===== config.mk =====
export PLATFORM = sky130hd
export DESIGN_NAME = pipe_rd_responder_flat
export DESIGN_NICKNAME = d
export VERILOG_FILES = /design/src/rtl/pipe_rd_responder_pkg.sv /design/src/rtl/pipe_rd_responder_if.sv /design/src/rtl/pipe_rd_responder_tag_fifo.sv /design/src/rtl/pipe_rd_responder.sv /design/src/flat_wrapper.sv
export SDC_FILE = /design/constraint.sdc
export NUM_CORES = 1
export LEC_CHECK = 0
export CAP_MARGIN = 20
export CORE_AREA = 10 10 429 431
export CTS_CLUSTER_SIZE = 10
export DETAILED_ROUTE_END_ITERATION = 7
export DIE_AREA = 0 0 439 441
export DONT_BUFFER_PORTS = 1
export GPL_TIMING_DRIVEN = 0
export SYNTH_ARGS = -nofsm -noshare
export SYNTH_HDL_FRONTEND = slang
export SYNTH_SLANG_ARGS = --single-unit

===== constraint.sdc =====
create_clock -name clk -period 3.95 [get_ports clk]
set_input_delay 0.79 -clock clk [delete_from_list [all_inputs] [get_ports clk]]
set_output_delay 0.79 -clock clk [all_outputs]
set_load 0.02 [all_outputs]

===== src/rtl/pipe_rd_responder_pkg.sv =====
// Shared pipe read-chain constants and request/response record types.
package pipe_rd_responder_pkg;
    localparam int IF_TAG          = 6;
    localparam int PIPE_DATA_WIDTH = 512;

    typedef struct packed {
        logic [IF_TAG-1:0] tag;
    } pipe_rd_req_t;

    typedef struct packed {
        logic [IF_TAG-1:0]          tag;
        logic [PIPE_DATA_WIDTH-1:0] data;
    } pipe_rd_rsp_t;
endpackage


===== src/rtl/pipe_rd_responder_if.sv =====
// Pipe read request/response and producer-stream handshake bundle.
interface pipe_rd_responder_if
    import pipe_rd_responder_pkg::*;
#(
    parameter int TAG_WIDTH  = IF_TAG,
    parameter int DATA_WIDTH = PIPE_DATA_WIDTH
);
    logic                  pipe_tx_rd_valid;
    logic [TAG_WIDTH-1:0]  pipe_tx_rd_tag;
    logic                  pipe_tx_rd_ready;
    logic                  pipe_rx_rd_valid;
    logic [TAG_WIDTH-1:0]  pipe_rx_rd_tag;
    logic [DATA_WIDTH-1:0] pipe_rx_data;
    logic                  pipe_rx_rd_ready;
    logic                  src_valid;
    logic [DATA_WIDTH-1:0] src_data;
    logic                  src_ready;

    // Requester/producer side (fthread left pipe plus line source).
    modport master (
        output pipe_tx_rd_valid, pipe_tx_rd_tag, pipe_rx_rd_ready, src_valid, src_data,
        input  pipe_tx_rd_ready, pipe_rx_rd_valid, pipe_rx_rd_tag, pipe_rx_data, src_ready
    );

    modport slave (
        input  pipe_tx_rd_valid, pipe_tx_rd_tag, pipe_rx_rd_ready, src_valid, src_data,
        output pipe_tx_rd_ready, pipe_rx_rd_valid, pipe_rx_rd_tag, pipe_rx_data, src_ready
    );
endinterface


===== src/rtl/pipe_rd_responder_tag_fifo.sv =====
// Synchronous FIFO with wrap-bit pointers; count, full and empty come from registered pointers only.
module pipe_tag_fifo #(
    parameter int DEPTH = 16,
    parameter int WIDTH = 6,
    localparam int AW   = $clog2(DEPTH)
) (
    input  logic             clk,
    input  logic             rst,
    input  logic             push,
    input  logic [WIDTH-1:0] wdata,
    input  logic             pop,
    output logic [WIDTH-1:0] rdata,
    output logic             full,
    output logic             empty,
    output logic [AW:0]      count
);
    localparam logic [AW:0] PTR_ONE = 1;

    logic [WIDTH-1:0] mem [DEPTH];
    logic [AW:0]      wr_ptr;
    logic [AW:0]      rd_ptr;

    always_ff @(posedge clk) begin
        if (rst) begin
            wr_ptr <= '0;
            rd_ptr <= '0;
        end else begin
            if (push && !full)  wr_ptr <= wr_ptr + PTR_ONE;
            if (pop && !empty)  rd_ptr <= rd_ptr + PTR_ONE;
        end
    end

    always_ff @(posedge clk) begin
        if (push && !full) mem[wr_ptr[AW-1:0]] <= wdata;
    end

    // Same index with differing wrap bits means the writer has lapped the reader.
    assign full  = (wr_ptr[AW] != rd_ptr[AW]) && (wr_ptr[AW-1:0] == rd_ptr[AW-1:0]);
    assign empty = (wr_ptr == rd_ptr);
    assign count = wr_ptr - rd_ptr;
    assign rdata = mem[rd_ptr[AW-1:0]];
endmodule


===== src/rtl/pipe_rd_responder.sv =====
// Terminates pipe index 0: pairs each queued read tag, in order, with the next producer line.
module pipe_rd_responder
    import pipe_rd_responder_pkg::*;
#(
    parameter int TAG_WIDTH      = IF_TAG,
    parameter int DATA_WIDTH     = PIPE_DATA_WIDTH,
    parameter int TAG_FIFO_DEPTH = 16,
    localparam int CW            = $clog2(TAG_FIFO_DEPTH) + 1
) (
    input  logic                 clk,
    input  logic                 rst,
    pipe_rd_responder_if.slave   bus,
    output logic [CW-1:0]        outstanding,
    output logic [31:0]          req_count,
    output logic [31:0]          rsp_count
);
    logic                  fifo_full;
    logic                  fifo_empty;
    logic [TAG_WIDTH-1:0]  head_tag;
    logic                  push;
    logic                  fire;
    logic                  rsp_done;

    logic                  vld_p1;
    logic [TAG_WIDTH-1:0]  tag_p1;
    logic [DATA_WIDTH-1:0] data_p1;

    assign bus.pipe_tx_rd_ready = !rst && !fifo_full;
    assign push                 = bus.pipe_tx_rd_valid && bus.pipe_tx_rd_ready;

    pipe_tag_fifo #(
        .DEPTH (TAG_FIFO_DEPTH),
        .WIDTH (TAG_WIDTH)
    ) u_tag_fifo (
        .clk   (clk),
        .rst   (rst),
        .push  (push),
        .wdata (bus.pipe_tx_rd_tag),
        .pop   (fire),
        .rdata (head_tag),
        .full  (fifo_full),
        .empty (fifo_empty),
        .count (outstanding)
    );

    // A line is consumed only when a tag is waiting and the output slot is free or draining.
    assign fire          = !rst && !fifo_empty && bus.src_valid && (!vld_p1 || bus.pipe_rx_rd_ready);
    assign bus.src_ready = fire;
    assign rsp_done      = vld_p1 && bus.pipe_rx_rd_ready;

    // Stage p1: response register, held while the fthread stalls.
    always_ff @(posedge clk) begin
        if (rst) begin
            vld_p1  <= 1'b0;
            tag_p1  <= '0;
            data_p1 <= '0;
        end else if (fire) begin
            vld_p1  <= 1'b1;
            tag_p1  <= head_tag;
            data_p1 <= bus.src_data;
        end else if (bus.pipe_rx_rd_ready) begin
            vld_p1  <= 1'b0;
        end
    end

    always_ff @(posedge clk) begin
        if (rst) begin
            req_count <= '0;
            rsp_count <= '0;
        end else begin
            if (push)     req_count <= req_count + 32'd1;
            if (rsp_done) rsp_count <= rsp_count + 32'd1;
        end
    end

    assign bus.pipe_rx_rd_valid = vld_p1;
    assign bus.pipe_rx_rd_tag   = tag_p1;
    assign bus.pipe_rx_data     = data_p1;
endmodule


===== src/flat_wrapper.sv =====
// flat-port wrapper written by rule: the top's interface ports become plain ports
module pipe_rd_responder_flat import pipe_rd_responder_pkg::*;
#(
    parameter int TAG_WIDTH      = IF_TAG,
    parameter int DATA_WIDTH     = PIPE_DATA_WIDTH,
    parameter int TAG_FIFO_DEPTH = 16,
    localparam int CW            = $clog2(TAG_FIFO_DEPTH) + 1
)
  (clk, rst, outstanding, req_count, rsp_count, bus_pipe_tx_rd_valid, bus_pipe_tx_rd_tag, bus_pipe_rx_rd_ready, bus_src_valid, bus_src_data, bus_pipe_tx_rd_ready, bus_pipe_rx_rd_valid, bus_pipe_rx_rd_tag, bus_pipe_rx_data, bus_src_ready);
  pipe_rd_responder_if #(.TAG_WIDTH(TAG_WIDTH), .DATA_WIDTH(DATA_WIDTH)) bus_i ();
  input  logic clk;
  input  logic rst;
  output logic [CW-1:0] outstanding;
  output logic [31:0] req_count;
  output logic [31:0] rsp_count;
  input wire logic [$bits(bus_i.pipe_tx_rd_valid)-1:0] bus_pipe_tx_rd_valid;
  input wire logic [$bits(bus_i.pipe_tx_rd_tag)-1:0] bus_pipe_tx_rd_tag;
  input wire logic [$bits(bus_i.pipe_rx_rd_ready)-1:0] bus_pipe_rx_rd_ready;
  input wire logic [$bits(bus_i.src_valid)-1:0] bus_src_valid;
  input wire logic [$bits(bus_i.src_data)-1:0] bus_src_data;
  output wire logic [$bits(bus_i.pipe_tx_rd_ready)-1:0] bus_pipe_tx_rd_ready;
  output wire logic [$bits(bus_i.pipe_rx_rd_valid)-1:0] bus_pipe_rx_rd_valid;
  output wire logic [$bits(bus_i.pipe_rx_rd_tag)-1:0] bus_pipe_rx_rd_tag;
  output wire logic [$bits(bus_i.pipe_rx_data)-1:0] bus_pipe_rx_data;
  output wire logic [$bits(bus_i.src_ready)-1:0] bus_src_ready;
  assign bus_i.pipe_tx_rd_valid = bus_pipe_tx_rd_valid;
  assign bus_i.pipe_tx_rd_tag = bus_pipe_tx_rd_tag;
  assign bus_i.pipe_rx_rd_ready = bus_pipe_rx_rd_ready;
  assign bus_i.src_valid = bus_src_valid;
  assign bus_i.src_data = bus_src_data;
  assign bus_pipe_tx_rd_ready = bus_i.pipe_tx_rd_ready;
  assign bus_pipe_rx_rd_valid = bus_i.pipe_rx_rd_valid;
  assign bus_pipe_rx_rd_tag = bus_i.pipe_rx_rd_tag;
  assign bus_pipe_rx_data = bus_i.pipe_rx_data;
  assign bus_src_ready = bus_i.src_ready;
  pipe_rd_responder #(.TAG_WIDTH(TAG_WIDTH), .DATA_WIDTH(DATA_WIDTH), .TAG_FIFO_DEPTH(TAG_FIFO_DEPTH)) u_core (.clk(clk), .rst(rst), .bus(bus_i), .outstanding(outstanding), .req_count(req_count), .rsp_count(rsp_count));
endmodule

==> key figures, run 1 <==
Setup path
  • Critical path startpoint category: input pin
  • Worst path cell trace: clkdlybuf4s15_1, buf_4, clkbuf_1, clkbuf_2, nor2_1
  • Crit path DAT: 3.06 ns
  • Buffers & Inverters on Critical Path: 4
  • Critical path class: in2out
  • CP top delay family: buffers and inverters
  • CP required: between 3 and 4 ns
  • CP max stage cell: clkdlybuf4s15_1
  • Setup crit end kind: output port
  • Crit-path max FO: 10
  • CP max stage delay: 0.66 ns
  • R2R Setup Slk: 0.25 ns

Synthesis
  • Mapped Nets: 3,382
  • Unique masters post-synth: 43
  • Top_reg_cell synth: dfxtp_1
  • EDFF count, synth: 96
  • Avg Inst Size Synth: 8.805 sq um
  • Register bit total from synthesis: between 600 and 700
  • Synth warn: 0
  • Register area share after synthesis: 0.5886
  • Synth async-reset ratio: 0
  • Cells after Synth: between 2k and 3k
  • Post-synth design cell area: 25,070 sq um

Power
  • Leakage: ~9.8 nW
  • Tot Pwr: between 15 and 20 mW
  • Cell area power density: approximately 640 nW/um^2
  • Worst vdd ir: roughly 0.37 mV

GRT
  • GR peak layer: met2
  • Largest net degree at the start of global routing: 17
  • Total GRT Usage: 0.1593
  • Grt met1 use: 0.1778
  • Vias in the first global route: 20.95k
  • Met3 Use GR: 0.08154
  • First-pass GRT wire length: between 200 and 250 mm
  • Initial antenna violation count: 77
  • Met2 Resource Use GR: 0.2447
  • Global route overflow: 0

Die
  • Die ar.: 193,600 sq um
  • Die Ht: ~440 um
  • Starting Density: 0.1430
  • Core area: 175,300 sq um
  • # rows: ~150
  • Die W: 439 um
  • Io pins: ~1.1k

Clocking
  • Reg clk slew, reported paths: roughly 0.06 ns
  • Skew-Pair Late Insertion Delay: 0.71 ns
  • CTS tree: done
  • Max Root-Sink Buffers: 3
  • Clock net sink count: just under 700
  • Root Driver: clkbuf_16
  • CTS buffer count: 85
  • H-tree levels: 3

Placed design
  • Dpl cells: between 5k and 6k
  • Routability cong.: 1.033
  • Port-buffer cells: 0
  • Area after DPL: ~28,000 sq um
  • Setup WS pre-CTS: -1.002 ns
  • DP HPWL: between 100 and 150 mm

Cells and area
  • Post-route cell area: around 31,000 sq um
  • Final instance count without filler cells: approximately 5.3k
  • # fillers: 19.68k
  • Core Util, Final: 0.1760
  • Nets: 3,476
  • Layout cells sized above 1: 0.07995
  • Area delta synth->final: 23.09%

Timing
  • Pin slew with the least headroom to its limit: about 1.1 ns
  • Final Hold Viols: 0
  • Fmax: about 260 MHz
  • Slew Viols, Final: 0
  • Skew final: a little under 0.05 ns
  • Sum Neg Setup Slack: 0 ns
  • Final setup viols: 0
  • Max-Slew Margin vs Limit: 0.2768
  • Minimum clock period: slightly below 4 ns
  • Hold_ws: between 0.15 and 0.2 ns
  • Tcrit/Tclk final: 0.9757
  • Final worst slack: 0.09608 ns

Status
  • Status: completed

Routing
  • Total wire length: 165.2 mm
  • DRT iter0 DRCs: about 2k
  • Antenna Nets Post-Route: 0
  • Vias post-DR: about 23k
  • Via density: 4.209
  • DRC: 0
  • DR pass1 iterations: 6
  • Wire per inst: between 30 and 40 um

Hold path
  • Hold WC Path Type: in2reg

Flow run
  • Max_cap viols: 0
-- worst reg2reg max path, stage by stage (launching register included) --
cell,delay [ns]
dfxtp_1,0.31
clkbuf_4,0.23
buf_6,0.21
inv_1,0.12
ha_1,0.34
nand4_1,0.16
buf_4,0.25
o211a_1,0.20
clkbuf_2,0.43
clkbuf_2,0.57
buf_2,0.38
nand2_1,0.28
a21oi_1,0.20
-- worst paths after layout --
check | from | to | cells after the start
worst min-delay path | bus_pipe_tx_rd_tag[1] | u_core.u_tag_fifo.mem[7][1] | 0
worst max register to register | u_core.u_tag_fifo.rd_ptr[2] | u_core.bus.pipe_rx_data[291] | 12
worst min register to register | u_core.u_tag_fifo.wr_ptr[4] | u_core.u_tag_fifo.wr_ptr[4] | 2
worst max-delay path | rst | bus_src_ready | 5
-- where the power goes --
| part | internal [mW] | switching, mW |
|---|---|---|
| registers | 7.77 | 1.86 |
| clock network | 4.45 | 3.20 |
| logic | 0.713 | 1.90 |
| total | 12.9 | 6.95 |
-- kinds of logic (layout without fill, tap and decap cells) --
group           count (synthesis)  count (layout)  share of synthesized area
buf+inv                       227             357                    0.03838
mux                            42              42                    0.02900
simple gates                 1219            1219                     0.1972
fa+ha+maj                      12              12                   0.006289
xor+xnor                       24              24                   0.008385
compound gates                634             634                     0.1322
flops                         689             689                     0.5886
other cells                     0              30                          0
-- cells in the final DEF, fill, tap and decap left out, types with 28 or more instances in the layout --
cell type  Yosys  routed
a21oi_1      562     562
buf_2         73      69
clkbuf_1     125     131
clkbuf_16      0      86
dfxtp_1      593     593
diode_2        0      30
edfxtp_1      96      96
nand2_1     1050    1050
nor2_1        41      40
o31ai_1       28      28
or4_1         29      29
-- Yosys cell counts (all sizes together) (2+ instances only) --
cell / n / area [sq um]
nor2: 41 / 153.9
ha: 11 / 137.6
or4: 31 / 240.2
nand2: 1050 / 3941
and3: 7 / 43.79
inv: 18 / 67.56
o211ai: 8 / 60.06
xnor2: 12 / 105.1
dfxtp: 593 / 11870
nand2b: 5 / 31.28
xor2: 12 / 105.1
nor3: 8 / 40.04
a21o: 2 / 15.01
nand3: 19 / 100.1
o21ai: 22 / 110.1
edfxtp: 96 / 2883
clkbuf: 125 / 469.2
o31ai: 28 / 210.2
nor2b: 5 / 31.28
or3: 18 / 112.6
a21oi: 562 / 2813
nand4: 14 / 87.58
buf: 83 / 421.7
o2111ai: 4 / 35.03
nand3b: 7 / 52.55
mux4: 24 / 540.5
mux2: 5 / 56.30
and4: 7 / 61.31
nor4: 5 / 31.28
mux2i: 13 / 130.1
o221ai: 6 / 52.55
-- cell type report --
type / instances / area [sq um] / share of cell area
Inverter: 19 / 71.32 / 0.002311
Antenna cell: 30 / 75.07 / 0.002433
Timing Repair Buffer: 8 / 135.1 / 0.004379
Buffer: 207 / 929.6 / 0.03013
Multi-Input combinational cell: 1931 / 9369 / 0.3036
Clock buffer: 104 / 2240 / 0.07258
Sequential cell: 689 / 14750 / 0.4781
Tap cell: 2340 / 2928 / 0.09488
Clock inverter: 19 / 355.3 / 0.01152
-- registers in the layout, summed over array words and instances, names as in the netlist --
| name | flops |
|---|---|
| u_core.bus.pipe_rx_data | 512 |
| u_core.u_tag_fifo.mem | 96 |
| u_core.req_count | 32 |
| u_core.rsp_count | 32 |
| u_core.bus.pipe_rx_rd_tag | 6 |
| u_core.u_tag_fifo.rd_ptr | 5 |
| u_core.u_tag_fifo.wr_ptr | 5 |
| u_core.bus.pipe_rx_rd_valid | 1 |
-- layer usage --
layer,part of all wire,up-vias
li1,-,9770
met1,0.36,10949
met2,0.45,1435
met3,0.13,305
met4,0.059,46
met5,0.0019,-
-- repair_timing --
item                       4_1_cts  5_1_grt
gates cloned                     0        0
pin swaps                        1        1
hold buffers                     0        0
setup buffers                    1        1
setup endpoints to repair      595       21
gates resized for setup         14        9
No activity file was read; power rests on OpenSTA's default activity.
==> run 2, diff against run 1 <==
--- a/config.mk
+++ b/config.mk
@@ -6,10 +6,10 @@
 export NUM_CORES = 1
 export LEC_CHECK = 0
 export CAP_MARGIN = 20
-export CORE_AREA = 10 10 429 431
+export CORE_AREA = 10 10 424 426
 export CTS_CLUSTER_SIZE = 10
 export DETAILED_ROUTE_END_ITERATION = 7
-export DIE_AREA = 0 0 439 441
+export DIE_AREA = 0 0 434 436
 export DONT_BUFFER_PORTS = 1
 export GPL_TIMING_DRIVEN = 0
 export SYNTH_ARGS = -nofsm -noshare
==> run 2 against run 1 <==
Net effect:
- hold slack got worse by 0.0082 ns
- utilization rose by 0.39 points
- combinational power barely moved
- design area fell by 0.34%
- clock skew rose by 0.0047 ns
- first-iteration DRC count rose by 16%
- largest power group unchanged
- highest routed layer unchanged
==> key figures, run 2 (synthesis results as in run 1) <==
Status
  • Status: completed

Placed design
  • DP HPWL: roughly 140 mm
  • Area after DPL: roughly 28,000 sq um
  • Routability cong.: ~1.0
  • Dpl cells: 5,087
  • Port-buffer cells: 0
  • Setup WS pre-CTS: -1.023 ns

Clocking
  • Cts hold-fix bufs: 0
  • Clock net sink count: roughly 690
  • Root Driver: clkbuf_16
  • Max Root-Sink Buffers: 3
  • Reg clk slew, reported paths: roughly 0.070 ns
  • CTS buffer count: 85
  • CTS tree: done
  • Skew-Pair Late Insertion Delay: about 0.7 ns
  • H-tree levels: 3

Routing
  • DRT iter0 DRCs: ~2.3k
  • Wire per inst: between 30 and 40 um
  • Total wire length: 165.9 mm
  • DRC: 0
  • Via density: 4.284
  • Antenna Nets Post-Route: 0
  • Vias post-DR: 22.49k
  • DR pass1 iterations: 5

Flow run
  • Max_cap viols: 0

Timing
  • Minimum clock period: 3.767 ns
  • Skew final: roughly 0.054 ns
  • Final Hold Viols: 0
  • Final worst slack: about 0.18 ns
  • Sum Neg Setup Slack: 0 ns
  • RSZ-0062 raised after global routing: no
  • Fmax: about 270 MHz
  • Pin slew with the least headroom to its limit: 1.163 ns
  • Max-Slew Margin vs Limit: 0.2190
  • Final setup viols: 0
  • Slew Viols, Final: 0
  • Hold_ws: 0.1856 ns
  • Tcrit/Tclk final: 0.9537

Setup path
  • Critical path startpoint category: register
  • Critical path class: reg2out
  • Crit-path max FO: 10
  • CP max stage cell: o211ai_1
  • Setup crit end kind: output port
  • CP required: roughly 3.2 ns
  • Worst path cell trace: clkbuf_1, inv_1, ha_1, nand4_1, o211ai_1, buf_6, buf_2, nor2_1
  • Crit path DAT: 2.98 ns
  • CP max stage delay: approximately 0.38 ns

Cells and area
  • Most common cell after layout, fill and taps aside: nand2_1
  • Layout cells sized above 1: 0.08269
  • Core Util, Final: 0.1799
  • Final instance count without filler cells: 5,250
  • Area delta synth->final: 22.68%
  • Nets: between 3k and 4k
  • Max reg flops: ~510
  • Post-route cell area: 30,750 sq um
  • Most frequent cells in the layout: 1,050 x nand2_1, 593 x dfxtp_1, 562 x a21oi_1

GRT
  • Total GRT Usage: 0.1653
  • Global route overflow: 0
  • First-pass GRT wire length: approximately 210 mm
  • Vias in the first global route: between 20k and 25k
  • Largest net degree at the start of global routing: 17
  • Initial antenna violation count: 84

Power
  • Worst vdd ir: between 0.3 and 0.4 mV
  • Leakage: between 9 and 10 nW
  • Tot Pwr: about 20 mW
  • Cell area power density: approximately 640 nW/um^2

Die
  • Core area: 171,000 sq um
  • Starting Density: 0.1466
  • # rows: 152
  • Io pins: between 1k and 1.5k
  • Die W: approximately 430 um
  • Die Ht: 436 um
  • Die ar.: between 150,000 and 200,000 sq um

Hold path
  • Hold WC Path Type: in2reg
==> run 2: final cells by class <==
type | count | area, sq um
Antenna cell | 30 | 75.07
Buffer | 207 | 938.4
Clock buffer | 116 | 2345
Clock inverter | 13 | 225.2
Fill cell | 19010 | 140200
Inverter | 19 | 71.32
Multi-Input combinational cell | 1931 | 9382
Sequential cell | 689 | 14750
Tap cell | 2233 | 2794
Timing Repair Buffer | 12 | 167.7
==> run 2: critical path: cells and delay by family (launching register included) <==
kind                     cells  cell delay [ns]
flip-flops                   1             0.30
adder cells (fa/ha/maj)      1             0.37
AO/OA/AOI/OAI                1             0.38
buffers and inverters        4             0.92
AND/OR/NAND/NOR              2             0.32
==> run 2: worst paths after layout <==
kind / start / end / slack [ns] / cells after the start
max: u_core.u_tag_fifo.rd_ptr[3] / bus_src_ready / 0.18 / 8
min: bus_pipe_tx_rd_tag[2] / u_core.u_tag_fifo.mem[10][2] / 0.19 / 0
max reg2reg: u_core.u_tag_fifo.rd_ptr[3] / u_core.bus.pipe_rx_data[31] / 0.21 / 10
min reg2reg: u_core.u_tag_fifo.wr_ptr[4] / u_core.u_tag_fifo.wr_ptr[4] / 0.55 / 2
==> run 2: metal layers <==
| metal | vias to the layer above | track usage | routed length (um) |
|---|---|---|---|
| met5 | - | 0 | 389 |
| met4 | 56 | 0.04988 | 4594 |
| met3 | 227 | 0.06712 | 19440 |
| met2 | 1305 | 0.2702 | 77930 |
| met1 | 11144 | 0.1973 | 63560 |
| li1 | 9759 | - | - |
==> run 2: timing repair <==
action,CTS,global route
hold endpoints to repair,0,0
pin swaps,1,1
gates resized for setup,20,16
endpoints found under the setup margin,596,65
buffers inserted,1,4
==> run 2: power by group <==
group / leakage, nW / switching (mW) / total (mW) / internal, mW
combinational: 2.89 / 1.91 / 2.63 / 0.718
clock: 1.25 / 3.25 / 7.58 / 4.33
sequential: 5.69 / 1.79 / 9.56 / 7.77
total: 9.83 / 6.95 / 19.8 / 12.8
==> run 3, diff against run 2 <==
==> constraint.sdc (replaced) <==
create_clock -name clk -period 3.95 [get_ports clk]
set_input_delay 1.185 -clock clk [delete_from_list [all_inputs] [get_ports clk]]
set_output_delay 1.185 -clock clk [all_outputs]
set_load 0.02 [all_outputs]
==> run 3 against run 2 <==
Net effect:
- largest cell class unchanged
- critical path type unchanged
- clock power hardly changed
- first-iteration DRC count fell by 1.5%
- the flow now finishes with violations (antenna rules)
- critical path depth increased by 1
==> key figures, run 3 (synthesis results as in run 1) <==
Clocking
  • Skew-Pair Late Insertion Delay: just over 0.7 ns
  • Clock net sink count: between 600 and 700
  • Root Driver: clkbuf_16
  • CTS tree: done
  • Max Root-Sink Buffers: 3
  • CTS buffer count: 85
  • Cts hold-fix bufs: 0
  • Reg clk slew, reported paths: about 0.070 ns
  • H-tree levels: 3

Cells and area
  • # fillers: approximately 19k
  • Layout cells sized above 1: 0.08143
  • Most frequent cells in the layout: 1,050 x nand2_1, 591 x dfxtp_1, 562 x a21oi_1
  • FF/Latch Area: ~15,000 sq um
  • Final instance count without filler cells: 5,260
  • Most common cell after layout, fill and taps aside: nand2_1
  • Area delta synth->final: 22.90%
  • Area of the multi-input gates: 9384 sq um
  • Max reg flops: 512
  • Nets: ~3.5k

Die
  • Io pins: 1,113
  • Die Ht: 436 um
  • Starting Density: 0.1466
  • Die ar.: between 150,000 and 200,000 sq um
  • # rows: ~150
  • Die W: approximately 430 um
  • Core area: 171,000 sq um

GRT
  • Met2 Resource Use GR: 0.2705
  • Largest net degree at the start of global routing: 17
  • Grt met1 use: 0.1972
  • Vias in the first global route: slightly above 20k
  • Initial antenna violation count: 83
  • Met3 Use GR: 0.06736
  • Total GRT Usage: 0.1654
  • Global route overflow: 0
  • GR peak layer: met2
  • First-pass GRT wire length: roughly 210 mm

Placed design
  • DP HPWL: 142.8 mm
  • Dpl cells: 5,087
  • Routability cong.: around 1.0
  • Port-buffer cells: 0

Timing
  • Sum Neg Setup Slack: 0 ns
  • Minimum clock period: about 3.8 ns
  • Pin slew with the least headroom to its limit: slightly above 1 ns
  • Skew final: between 0.04 and 0.05 ns
  • Tcrit/Tclk final: 0.9646
  • Slew Viols, Final: 0
  • Final setup viols: 0
  • RSZ-0062 raised after global routing: no
  • Fmax: 262.4 MHz
  • Final Hold Viols: 0
  • Max-Slew Margin vs Limit: 0.3190

Routing
  • Antenna Nets Post-Route: 1
  • DRT iter0 DRCs: 2,300
  • DRC: 0
  • Total wire length: between 150 and 200 mm
  • Vias post-DR: 22.37k
  • DR pass1 iterations: 5
  • Wire per inst: 31.54 um
  • Via density: ~4.3

Power
  • Tot Pwr: a little under 20 mW
  • Leakage: approximately 10 nW
  • Worst vdd ir: 0.3354 mV
  • Cell area power density: ~640 nW/um^2

Setup path
  • CP required: approximately 2.8 ns
  • Critical path class: reg2out
  • Setup crit end kind: output port
  • Crit path DAT: ~2.6 ns
  • Crit-path max FO: 11
  • Critical path startpoint category: register

Flow run
  • Max_cap viols: 0

Hold path
  • Hold WC Path Type: reg2reg

Status
  • Failing checks: antenna rules
  • Status: complete, but fails checks
-- run 3: changes by cell type in the layout (fill, tap and decap cells not counted), sizes merged --
cell | before | now
diode | 30 | 43
clkbuf | 240 | 236
clkdlybuf4s15 | 1 | 0
buf | 94 | 96
-- run 3: worst paths after layout --
| kind | start | endpoint | slack [ns] | depth (start not counted) |
|---|---|---|---|---|
| max reg2reg | u_core.u_tag_fifo.rd_ptr[1] | u_core.bus.pipe_rx_data[310] | 0.18 | 12 |
| min | u_core.u_tag_fifo.rd_ptr[1] | u_core.u_tag_fifo.rd_ptr[1] | 0.52 | 2 |
| max | u_core.u_tag_fifo.rd_ptr[1] | bus_pipe_tx_rd_ready | 0.14 | 9 |
| min reg2reg | u_core.u_tag_fifo.rd_ptr[1] | u_core.u_tag_fifo.rd_ptr[1] | 0.52 | 2 |
-- run 3: through the flow --
| step | hold WS, ns | utilization | setup slack [ns] | instance area (sq um) |
|---|---|---|---|---|
| after floorplan | 0.4695 | - | 0.3615 | 25070 |
| after global placement | 0.5126 | 0.1630 | -1.894 | 27860 |
| after detailed placement | 0.5328 | 0.1637 | -1.346 | 28000 |
| after CTS | 0.4754 | 0.1796 | 0.004516 | 30710 |
| after global routing | 0.5002 | 0.1797 | 0.02492 | 30730 |
| final | 0.5248 | 0.1802 | 0.1397 | 30810 |
-- run 3: area by class of cell --
cell class | instances | share of cell area
clock inverters | 13 | 0.007310
inverters | 19 | 0.002396
multi-input cells | 1931 | 0.3046
flip-flops and latches | 689 | 0.4790
plain buffers | 204 | 0.03090
well taps | 2233 | 0.09068
clock buffers | 116 | 0.07610
diodes | 43 | 0.003493
repair buffers | 12 | 0.005564
-- run 3: timing repair --
item | 4_1_cts | 5_1_grt
pin swaps | 2 | 2
gates resized for setup | 35 | 3
buffers inserted | 5 | 0
endpoints found under the setup margin | 598 | 3
-- run 3: critical path, cell delays in order, from the launching register on --
cell	delay, ns
dfxtp_2	0.41
inv_4	0.07
buf_6	0.17
ha_1	0.31
nand4_1	0.19
buf_4	0.19
buf_6	0.15
clkbuf_8	0.19
nor2_2	0.14
nor2_4	0.08
-- run 3: power by group --
part	switching [mW]	leakage, nW	internal (mW)
combinational	1.92	2.87	0.722
sequential	1.78	5.69	7.77
clock	3.24	1.25	4.33
-- run 3: routing by layer --
layer | up-vias | part of all wire | wire length [um]
met1 | 10982 | 0.38 | 62630
met3 | 237 | 0.12 | 20410
li1 | 9778 | - | -
met2 | 1320 | 0.47 | 77820
met4 | 54 | 0.028 | 4643
met5 | - | 0.0023 | 375
